<file path="config.mk">
export PLATFORM = sky130hd
export DESIGN_NAME = cpu_fetch_queue
export DESIGN_NICKNAME = d
export VERILOG_FILES = /design/src/rtl/cpu_fetch_pkg.sv /design/src/rtl/fetch_fifo.sv /design/src/rtl/cpu_fetch_queue.sv
export SDC_FILE = /design/constraint.sdc
export NUM_CORES = 1
export LEC_CHECK = 0
export ABC_CLOCK_PERIOD_IN_PS = 9830
export BUFFER_PORTS_ARGS = -buffer_cell sky130_fd_sc_hd__buf_2
export CORE_UTILIZATION = 45
export CTS_CLUSTER_SIZE = 14
export DETAILED_ROUTE_END_ITERATION = 6
export PLACE_DENSITY_LB_ADDON = 0.3
export SETUP_SLACK_MARGIN = 0.1
export SYNTH_ARGS = -nofsm -noshare
export SYNTH_HDL_FRONTEND = slang
export SYNTH_SLANG_ARGS = --single-unit
</file>
<file path="constraint.sdc">
create_clock -name i_clock -period 9.83 [get_ports i_clock]
set_input_delay 0.4915 -clock i_clock [delete_from_list [all_inputs] [get_ports i_clock]]
set_output_delay 0.4915 -clock i_clock [all_outputs]
set_load 0.01 [all_outputs]
</file>
<file path="src/rtl/cpu_fetch_pkg.sv">
// Shared types for the prefetching fetch unit: control FSM states and the
// queue entry layout (word address paired with its instruction word).
package cpu_fetch_pkg;

    typedef enum logic [1:0] {
        FETCH_IDLE,
        FETCH_REQ,
        FETCH_DISCARD
    } fetch_state_t;

    typedef struct packed {
        logic [31:0] addr;
        logic [31:0] insn;
    } fetch_entry_t;

    localparam int unsigned FETCH_ENTRY_W = $bits(fetch_entry_t);

endpackage

</file>
<file path="src/rtl/fetch_fifo.sv">
// Circular-buffer queue for fetched words: storage, wrap-around pointers and
// occupancy count. Flush empties it in one cycle and wins over push/pop.
module fetch_fifo
    import cpu_fetch_pkg::*;
#(
    parameter int unsigned DEPTH = 4,
    parameter int unsigned WIDTH = FETCH_ENTRY_W
) (
    input  logic                     i_clock,
    input  logic                     i_reset,
    input  logic                     push,
    input  logic [WIDTH-1:0]         din,
    input  logic                     pop,
    input  logic                     flush,
    output logic [WIDTH-1:0]         head,
    output logic                     full,
    output logic                     empty,
    output logic [$clog2(DEPTH):0]   count
);

    localparam int unsigned PTR_W = $clog2(DEPTH);
    localparam int unsigned CNT_W = PTR_W + 1;

    logic [WIDTH-1:0] mem [DEPTH];
    logic [PTR_W-1:0] wr_ptr;
    logic [PTR_W-1:0] rd_ptr;
    logic [CNT_W-1:0] cnt;
    logic             push_ok;
    logic             pop_ok;

    // A pop on an empty queue is ignored; a push into a full queue is only
    // accepted when a pop frees the head slot in the same cycle.
    always_comb begin
        pop_ok  = pop && (cnt != '0);
        push_ok = push && (!full || pop_ok);
    end

    always_ff @(posedge i_clock or negedge i_reset) begin
        if (!i_reset) begin
            wr_ptr <= '0;
            rd_ptr <= '0;
            cnt    <= '0;
        end else if (flush) begin
            wr_ptr <= '0;
            rd_ptr <= '0;
            cnt    <= '0;
        end else begin
            if (push_ok)
                wr_ptr <= wr_ptr + PTR_W'(1);
            if (pop_ok)
                rd_ptr <= rd_ptr + PTR_W'(1);
            case ({push_ok, pop_ok})
                2'b10:   cnt <= cnt + CNT_W'(1);
                2'b01:   cnt <= cnt - CNT_W'(1);
                default: cnt <= cnt;
            endcase
        end
    end

    always_ff @(posedge i_clock) begin
        if (push_ok && !flush)
            mem[wr_ptr] <= din;
    end

    always_comb begin
        head  = mem[rd_ptr];
        full  = (cnt == CNT_W'(DEPTH));
        empty = (cnt == '0);
        count = cnt;
    end

endmodule

</file>
<file path="src/rtl/cpu_fetch_queue.sv">
// Prefetching instruction fetch unit: single outstanding memory request, words
// queued for the decoder, branch redirect flush. Optional CPU_FETCH_STATS_EN.
module cpu_fetch_queue
    import cpu_fetch_pkg::*;
#(
    parameter int unsigned QUEUE_DEPTH = 4,
    parameter logic [31:0] RESET_PC    = 32'h0,
    parameter logic [31:0] PC_STEP     = 32'd4
) (
    input  logic        i_clock,
    input  logic        i_reset,
    input  logic        i_branch,
    input  logic [31:0] i_branch_pc,
    output logic [31:0] o_pc,
    output logic        o_request,
    output logic [31:0] o_address,
    input  logic        i_ready,
    input  logic [31:0] i_data,
    output logic [31:0] o_instruction,
    output logic [31:0] o_instr_pc,
    output logic        o_fetched,
    input  logic        i_accept
`ifdef CPU_FETCH_STATS_EN
    ,
    output logic [31:0] o_stall_count
`endif
);

    localparam int unsigned CNT_W = $clog2(QUEUE_DEPTH) + 1;

    fetch_state_t     state;
    fetch_state_t     state_next;
    logic [31:0]      pc_next;
    logic             request_next;
    logic [31:0]      address_next;

    logic             push;
    logic             pop;
    logic             flush;
    fetch_entry_t     push_entry;
    fetch_entry_t     head_entry;
    logic             fifo_full;
    logic             fifo_empty;
    logic [CNT_W-1:0] fifo_count;

    fetch_fifo #(
        .DEPTH (QUEUE_DEPTH),
        .WIDTH (FETCH_ENTRY_W)
    ) u_fifo (
        .i_clock (i_clock),
        .i_reset (i_reset),
        .push    (push),
        .din     (push_entry),
        .pop     (pop),
        .flush   (flush),
        .head    (head_entry),
        .full    (fifo_full),
        .empty   (fifo_empty),
        .count   (fifo_count)
    );

    always_ff @(posedge i_clock or negedge i_reset) begin
        if (!i_reset)
            state <= FETCH_IDLE;
        else
            state <= state_next;
    end

    always_ff @(posedge i_clock or negedge i_reset) begin
        if (!i_reset) begin
            o_pc      <= RESET_PC;
            o_request <= 1'b0;
            o_address <= '0;
        end else begin
            o_pc      <= pc_next;
            o_request <= request_next;
            o_address <= address_next;
        end
    end

    // Redirect takes priority in every state; an in-flight request must still
    // complete on the memory port, so it is parked in DISCARD until i_ready.
    always_comb begin
        state_next   = state;
        pc_next      = o_pc;
        request_next = o_request;
        address_next = o_address;
        case (state)
            FETCH_IDLE: begin
                if (i_branch) begin
                    pc_next = i_branch_pc;
                end else if (!fifo_full) begin
                    request_next = 1'b1;
                    address_next = o_pc;
                    state_next   = FETCH_REQ;
                end
            end
            FETCH_REQ: begin
                if (i_branch) begin
                    pc_next = i_branch_pc;
                    if (i_ready) begin
                        request_next = 1'b0;
                        state_next   = FETCH_IDLE;
                    end else begin
                        state_next   = FETCH_DISCARD;
                    end
                end else if (i_ready) begin
                    pc_next      = o_pc + PC_STEP;
                    request_next = 1'b0;
                    state_next   = FETCH_IDLE;
                end
            end
            FETCH_DISCARD: begin
                if (i_branch)
                    pc_next = i_branch_pc;
                if (i_ready) begin
                    request_next = 1'b0;
                    state_next   = FETCH_IDLE;
                end
            end
            default: state_next = FETCH_IDLE;
        endcase
    end

    always_comb begin
        flush      = i_branch;
        push       = (state == FETCH_REQ) && i_ready && !i_branch;
        push_entry = '{addr: o_address, insn: i_data};
        o_fetched  = (fifo_count != '0);
        pop        = o_fetched && i_accept && !i_branch;
        // Empty queue presents zeros rather than stale storage.
        o_instruction = fifo_empty ? '0 : head_entry.insn;
        o_instr_pc    = fifo_empty ? '0 : head_entry.addr;
    end

`ifdef CPU_FETCH_STATS_EN
    always_ff @(posedge i_clock or negedge i_reset) begin
        if (!i_reset)
            o_stall_count <= '0;
        else if (!o_fetched && !i_branch && (o_stall_count != '1))
            o_stall_count <= o_stall_count + 32'd1;
    end
`endif

endmodule
</file>
Word-level counts from Yosys, hierarchy flattened
Memories as Yosys holds them, arrays and structs flattened.
Index checks and enable logic that the tools add are counted.
- $add $sub $neg: 5
- equality and inequality tests: 10
- muxes and demuxes: 24
- bitwise operators: 2
- reduce and logical (&&, ||, !) cells: 24
- operator list (operator ; count):
    two-way mux 32 bit ; 5
    one-hot mux 32 bit (2 select lines) ; 1
    adder 32 x 3 -> 32 bit (second input constant) ; 1
    two-way mux 2 bit ; 9
    nonzero test 2 bit ; 4
    logical AND 1 bit ; 7
    one-hot mux 2 bit (3 select lines) ; 1
    one-hot mux 3 bit (2 select lines) ; 1
    AND reduction 3 bit ; 2
    nonzero test 3 bit ; 2
    two-way mux 1 bit ; 5
    adder 2 x 1 -> 2 bit (second input constant) ; 2
    equality test 2 x 1 -> 1 bit (second input constant) ; 2
    equality test 2 bit (second input constant) ; 2
    != test 2 x 1 -> 1 bit (second input constant) ; 2
    != test 2 bit (second input constant) ; 2
    AND reduction 4 bit ; 1
    OR reduction 2 bit ; 2
    adder 3 x 1 -> 3 bit (second input constant) ; 1
    equality test 3 bit (second input constant) ; 1
    zero test 3 bit ; 1
    two-way mux 3 bit ; 1
    != test 3 bit (second input constant) ; 1
    subtractor 3 x 1 -> 3 bit (second input constant) ; 1
    other kinds (6) ; 8
- register bits: 74
- bits in writable memories: 256
- input port bits: 69
- word-level logic and storage cells: 73
- memories kept: 1
- memory list (name ; depth ; width ; read ports ; clocked after Yosys merged registers in ; wr ports ; RTL line ; source):
    u_fifo.mem ; 4 ; 64 ; 1 ; 0 ; 1 ; fetch_fifo.sv:24 ; logic [WIDTH-1:0] mem [DEPTH];

Depth between registers and ports, before layout
Gate-level depths: netlist (run 1).
- depth after elaboration: 9
- gate-level depth with buffers: 10
- depth with buffers taken out: 10

Modules after synthesis
From an unflattened synthesis (run 1), not the netlist that was laid out.
- cells, all modules: 816
- area, all modules: 13756.9 um^2
- modules (own cells, without submodules) (module ; times used ; cells each ; area each (um^2) ; sequential area each (um^2)):
    fetch_fifo ; 1 ; 400 ; 9823.2 ; 7862.5
    cpu_fetch_queue ; 1 ; 416 ; 3933.8 ; 1676.6

Worst setup path after synthesis (run 1)
No wires, ideal clock.
- kind: register -> register
- from: register state[1]
- to: memory u_fifo.mem[0][0] (netlist bit) (enable)
- library setup time: 429 ps
- arrival: 2807 ps
- required time: 9401 ps
- path slack: 6594 ps
- cell stages (with the launch flop): 6
- buffers on the path: 0
- clock period less this slack: 3236 ps
- cells stage by stage: dfrtp_1 > inv_1 > ha_1 > nand2_1 > a31oi_1 > and3_1
- longest elaborated chain between the ends: 7
- RTL lines (what ; RTL line ; source):
    from (decl) ; cpu_fetch_queue.sv:31 ; fetch_state_t state;
    from (signal assigned) ; cpu_fetch_queue.sv:66 ; state <= state_next;
    equality test 2 x 1 -> 1 bit ; cpu_fetch_queue.sv:127 ; push = (state == FETCH_REQ) && i_ready && !i_branch;
    logical AND 1 bit (2 in series) ; cpu_fetch_queue.sv:127 ;
    logical AND 1 bit ; fetch_fifo.sv:35 ; push_ok = push && (!full || pop_ok);
    logical AND 1 bit ; fetch_fifo.sv:61 ; if (push_ok && !flush)
    two-way mux 1 bit ; fetch_fifo.sv:61 ;
    two-way mux 1 bit (implied by the code) ; fetch_fifo.sv:62 ; mem[wr_ptr] <= din;
    to (decl) ; fetch_fifo.sv:24 ;
Every way passes these cells.

Worst setup path after layout (run 1)
- from: register u_fifo.rd_ptr[0]
- to: output o_instr_pc[26]
- longest elaborated chain between the ends: 2
- RTL lines (what ; RTL line ; source):
    from (decl) ; fetch_fifo.sv:26 ; logic [PTR_W-1:0] rd_ptr;
    from (signal assigned) ; fetch_fifo.sv:51 ; rd_ptr <= rd_ptr + PTR_W'(1);
    memory (4 x 64 bit) ; -- ;
    two-way mux 32 bit ; cpu_fetch_queue.sv:133 ; o_instr_pc = fifo_empty ? '0 : head_entry.addr;
    to (decl) ; cpu_fetch_queue.sv:20 ; output logic [31:0] o_instr_pc,
Every way passes these cells.

==> flow_summary.ini, run 1 <==
[synth]
ys_seq_area_share_pct = 70.63
synth_area_leader_cell = edfxtp_1
synth-simple-area-share_pct = 7.772
synth-compound-area-share_pct = 4.937
yosys-top-cells-area = edfxtp_1, dfrtp_1, mux4_2
synth_top_family_by_area = multiplexers
synth.distinct_cells = 56
synth.area.mux_share_pct = 13.74
ys.flop_type = edfxtp_1
ys_warn_count = 0
syn-cell-area_um2 = 13510
syn-num-nets = 869
ys_async_sr_fraction_pct = 22.42
ys_ff_latch = 330
synth_cells = 789
synth-edff-count = 256
synth_top_area_share_pct = 56.92
postSynthAreaPerCell_um2 = 17.12
synthAdderAreaFrac_pct = 1.075
synth_xor_area_share_pct = 0.2594

[setup_path]
critPathSlowestCell = buf_4
critPathArrivalTime_ns = 3.04
crit_path_max_fanout = 46
cp-end-kind = output port
path_class = reg -> out
crit_required_ns = 9.34
crit_chain = buf_4 -> mux4_2 -> and2_1 -> buf_2
critPathMaxStageDelay_ns = 0.82
cp-start-kind = flip-flop

[place]
io_buffer_count = 198
routabilityCongestion = 0.8223
dp_hpwl_mm = 17.52
pre_cts_ws_ns = 6.740

[detailed_routing]
vias = 7772
via_per_inst = 5.512
drc = 0
wl_per_cell_um = 20.82
drt-initial-drc-count = 390
wl_mm = 29.36
ant_nets = 0
dr.pass1.iters = 5

[global_route]
grt_use_total_pct = 19.38
grt_pass1_wl_mm = 45.44
grt_pass1_vias = 7841
grt_max_degree = 70
overflow = 0
antenna_found_initial = 4

[sta]
fmax_ghz = 0.2833
tightest_slew_ns = 1.065
rsz0062_at_grt = false
period_needed_ns = 3.530
final.setup.tns_ns = 0
fin_worst_skew_ns = 0.02156
post-route-period-util_pct = 35.91
fin_ws_ns = 6.300
final_hold_viol_count = 0
slew_headroom_pct = 29.01
setup_viol = 0
drv_slew = 0

[die]
dieArea_um2 = 30710
rows = 63
core_area_um2 = 29560
start_util_pct = 45.69
io_pins = 199
fp.dieW_um = 175.3
die_h_um = 175.3

[run]
cap_violations = 0

[clock_tree]
max-clock-path-buffers = 3
clock_latency_ns = 0.51
cts.sinks = 330
cts_buffers = 35
cts.htree.levels = 2
root_buffer = clkbuf_16
path_clk_slew_ns = 0.06
cts_setup_buffers = 0
cts_tree = yes

[cells_and_area]
areaGrowthSynthToFinish_pct = 18.64
fillers = 2403
drive_above_1_share_pct = 36.52
fin_nets = 1070
seq_area_um2 = 9547
multiInputGateArea_um2 = 3790

[run_status]
status = complete, no violations

[pwr]
power_density_nw_per_um2 = 290.6
vdd_ir_drop_max_mv = 0.1460
power.leakage_nw = 5.809
total_power_mw = 4.657

[worst_hold_path]
hp-class = in -> reg
-- metrics by stage --
step	utilization (%)	std cells	instance area, µm²	hold slack [ns]
floorplan	-	789	13510	0.1959
global placement	50.43	1342	14910	0.4687
detailed placement	50.43	1342	14910	0.4707
CTS	54.18	1406	16010	0.1783
global route	54.18	1406	16010	0.1919
finish	54.21	1410	16020	0.2007
-- cell usage after synthesis, drive strengths merged (3+ instances only) --
| master | n |
|---|---|
| clkbuf | 25 |
| buf | 16 |
| a21o | 3 |
| and3 | 12 |
| and4 | 3 |
| nor2 | 24 |
| a22oi | 4 |
| o21ai | 20 |
| dfrtp | 74 |
| a31oi | 4 |
| nand3 | 18 |
| ha | 10 |
| edfxtp | 256 |
| nand2 | 37 |
| o22ai | 12 |
| nor3 | 9 |
| xor2 | 3 |
| a21oi | 29 |
| and2 | 67 |
| inv | 12 |
| a2bb2oi | 6 |
| mux4 | 64 |
| mux2 | 35 |
| o211ai | 4 |
| nand4 | 8 |
-- placed cells by master, fill, tap and decap left out, types with 17 or more instances in the layout --
cell,Yosys,final
edfxtp_1,256,256
buf_2,13,197
dfrtp_1,74,72
and2_1,67,67
mux4_2,64,64
nand2_1,37,37
clkbuf_16,0,36
mux2_2,35,35
a21oi_1,29,29
nor2_1,24,22
o21ai_0,20,20
nand3_1,17,17
-- cell type report --
type	instances	share of cell area (%)
inverter	12	0.2811
sequential	330	59.58
clock inverter	11	0.5934
tap	390	3.045
antenna	4	0.06247
timing repair buffer	205	6.543
clock buffer	52	6.247
multi-input combinational	406	23.65
-- worst max-delay path, delay by kind of cell, from the launching register on --
family                 cells  cell delay [ns]
multiplexers               1             0.61
flip-flops                 1             0.73
buffers and inverters      2             0.96
AND/OR/NAND/NOR            1             0.18
-- sequential cells by signal (all words and copies together), names as in the netlist --
name / flops
u_fifo.mem: 256
o_address: 32
o_pc: 32
u_fifo.count: 3
state: 2
u_fifo.rd_ptr: 2
u_fifo.wr_ptr: 2
o_request: 1
-- metal layers --
metal / global-route usage (%) / share of wire (%)
met2: 31.22 / 48
met5: 0 / 0.044
met3: 4.069 / 6.4
met1: 26.89 / 43
met4: 5.217 / 2.0
-- path summary, 6_finish.rpt --
kind	cells past startpoint	slack, ns	to	from
max	4	6.30	o_instr_pc[26]	u_fifo.rd_ptr[0]$_DFFE_PN0P_
min	1	0.20	u_fifo.mem[2][20]$_DFFE_PP_	i_data[20]
max reg2reg	5	6.89	u_fifo.mem[2][30]$_DFFE_PP_	state[1]$_DFFE_PN0P_
min reg2reg	0	0.54	u_fifo.mem[3][33]$_DFFE_PP_	o_address[1]$_DFFE_PN0P_
max in group asynchronous	3	8.36	u_fifo.rd_ptr[1]$_DFFE_PN0P_	i_reset
min in group asynchronous	2	0.47	o_pc[20]$_DFFE_PN0P_	i_reset
-- kinds of logic (layout without fill, tap and decap cells) --
logic type / count (synthesis) / after routing
mux: 101 / 101
flops: 330 / 330
xor+xnor: 4 / 4
fa+ha+maj: 11 / 11
other cells: 0 / 4
buf+inv: 53 / 280
compound gates: 103 / 103
simple gates: 187 / 187
-- power breakdown --
part	total [mW]	internal [mW]	switching [mW]
sequential	2.06	1.78	0.287
combinational	1.35	0.636	0.710
clock	1.25	0.734	0.513
total	4.66	3.15	1.51
-- what timing repair did --
action / CTS / global route
hold buffers: 1 / 0
endpoints found under the hold margin: 32 / 0
resized for setup: 0 / 0
No activity file was read; power rests on OpenSTA's default activity.
==> run 2: changes to the inputs <==
- ABC_CLOCK_PERIOD_IN_PS: 9830 -> 3100
- clock period: 9.83 -> 3.1 ns (I/O delays scaled with it)
==> run 2 against run 1 <==
  * Routed wire length grew 4.2%
  * Die area is the same
  * Sequential share of layout area fell by 2.6 points
  * Critical path depth increased by 2
  * Via count rose by 4.2%
  * Critical path type is now reg -> reg
  * Clock power rose to 3.1 times the previous value
  * Power increased to 3.2 times the previous value
  * Largest power group unchanged
  * Flip-flop and latch count did not move
  * Sequential power grew to 3.2 times the previous value
==> flow_summary.ini, run 2 (same netlist as run 1, synthesis figures left out) <==
[run_status]
status = complete, no violations

[sta]
fin_worst_skew_ns = 0.01158
final.setup.tns_ns = 0
drv_slew = 0
rsz0062_at_grt = false
setup_viol = 0
period_needed_ns = 2.593
slew_headroom_pct = 34.19
fin_ws_ns = 0.5071
tightest_slew_ns = 0.9872
final_hold_viol_count = 0
post-route-period-util_pct = 83.64
fmax_ghz = 0.3857

[pwr]
p_seq_share_pct = 43.9
swShare_pct = 33.09
p_comb_share_pct = 30.2
p_switching_mw = 4.944
power.leakage_nw = 6.133
power.share.clock_pct = 25.9
total_power_mw = 14.94
power.internal_mw = 9.997
power_density_nw_per_um2 = 891.3
vdd_ir_drop_max_mv = 0.5877

[global_route]
grt_use_total_pct = 20.16
grt_max_degree = 75
antenna_found_initial = 2
overflow = 0
grt_pass1_wl_mm = 46.87
grt_pass1_vias = 8080

[setup_path]
crit_chain = inv_1 -> ha_1 -> nand2_1 -> a31oi_1 -> and3_4 -> buf_12
path_class = reg -> reg
crit_path_max_fanout = 25
cp-start-kind = flip-flop
critPathMaxStageDelay_ns = 0.58
crit_required_ns = 3.31
cp-end-kind = flip-flop
critPathArrivalTime_ns = 2.80
critPathSlowestCell = and3_4
cp_top_family = simple AND/OR/NAND/NOR gates
critPathBufInv = 2

[detailed_routing]
wl_per_cell_um = 20.71
via_per_inst = 5.484
dr.pass1.iters = 5
wl_mm = 30.59
vias = 8100
ant_nets = 0
drc = 0
drt-initial-drc-count = 551

[die]
die_h_um = 175.3
fp.dieW_um = 175.3
rows = 63
start_util_pct = 45.69
io_pins = 199
core_area_um2 = 29560
dieArea_um2 = 30710

[cells_and_area]
drive_above_1_share_pct = 35.82
largest_reg_flops = 256
fin_nets = 1139
final-instance-count-excl-fill = 1477
top_regs = u_fifo.mem (256), o_address (32), o_pc (32)
mostFrequentLayoutCell = edfxtp_1
top_register = u_fifo.mem
areaGrowthSynthToFinish_pct = 24.11
layout_common_cells = edfxtp_1, buf_2, dfrtp_1
fin_util_pct = 56.71
fillers = 2294

[place]
dp.cells = 1357
io_buffer_count = 198
routabilityCongestion = 0.8554
dp_hpwl_mm = 19.88
pre_cts_ws_ns = 0.4988

[run]
cap_violations = 0

[clock_tree]
cts.htree.levels = 2
max-clock-path-buffers = 3
root_buffer = clkbuf_16
path_clk_slew_ns = 0.06
cts_buffers = 35
cts_tree = yes
clock_latency_ns = 0.51
cts.sinks = 330
cts_setup_buffers = 0

[worst_hold_path]
hp-class = in -> reg
run 2: cell types whose count changed in the layout (fill, tap and decap cells not counted):
cell	before	now
inv_6	1	3
clkinv_1	2	4
buf_4	7	12
diode_2	4	1
clkinv_2	5	9
clkbuf_1	12	8
clkbuf_16	36	35
clkbuf_8	4	2
dlygate4sd3_1	1	55
clkinvlp_4	1	2
clkinv_8	1	0
buf_12	0	10
run 2: layout make-up:
type                       instances  area, µm²  area share [%]
timing repair buffer             274       1827           10.90
clock inverter                    19      131.4          0.7837
antenna                            1      2.502         0.01493
clock buffer                      45      933.4           5.568
sequential                       330       9547           56.95
inverter                          12      45.04          0.2687
tap                              390      488.0           2.911
multi-input combinational        406       3790           22.61
run 2: power by group through the flow:
stage | sequential (mW) | clock (mW) | combinational [mW]
2_1_floorplan | 6.42 | 0 | 2.70
3_3_place_gp | 6.64 | 0 | 4.44
3_5_place_dp | 6.67 | 0 | 4.48
4_1_cts | 6.58 | 3.94 | 4.56
5_1_grt | 6.68 | 4.11 | 4.91
6_report | 6.57 | 3.87 | 4.51
run 2: metal layers:
| layer | up-vias | wire length [µm] | track usage (%) |
|---|---|---|---|
| li1 | 3654 | - | - |
| met1 | 4065 | 13590 | 29.08 |
| met2 | 326 | 14410 | 32.03 |
| met3 | 51 | 2016 | 3.377 |
| met4 | 4 | 557 | 5.290 |
| met5 | - | 21 | 0 |
run 2: stage by stage:
step	hold WS (ns)	cell area [µm²]
2_1_floorplan	-0.1406	13510
3_3_place_gp	0.3749	15150
3_5_place_dp	0.3793	15150
4_1_cts	0.0001681	16760
5_1_grt	0.01252	16760
6_report	0.004768	16760
run 2: path summary, 6_finish.rpt:
path,startpoint,endpoint,slack [ns],depth (start not counted)
min,i_branch_pc[25],o_pc[25]$_DFFE_PN0P_,0.005,3
min in group asynchronous,i_reset,o_pc[18]$_DFFE_PN0P_,0.34,2
max,state[1]$_DFFE_PN0P_,u_fifo.mem[3][28]$_DFFE_PP_,0.51,6
min reg2reg,o_pc[0]$_DFFE_PN0P_,o_address[0]$_DFFE_PN0P_,0.54,1
max in group asynchronous,i_reset,u_fifo.rd_ptr[1]$_DFFE_PN0P_,1.99,2
max reg2reg,state[1]$_DFFE_PN0P_,u_fifo.mem[3][28]$_DFFE_PP_,0.51,6
run 2: worst register-to-register path, stage by stage, from the launching register on:
cell and delay [ns]:
dfrtp_1 0.43, inv_1 0.11, ha_1 0.26, nand2_1 0.15, a31oi_1 0.50, and3_4 0.58, buf_12 0.25
run 2: repair_timing:
| action | CTS | global route |
|---|---|---|
| endpoints found under the hold margin | 224 | 0 |
| hold buffers | 55 | 0 |
| gates resized for setup | 0 | 0 |
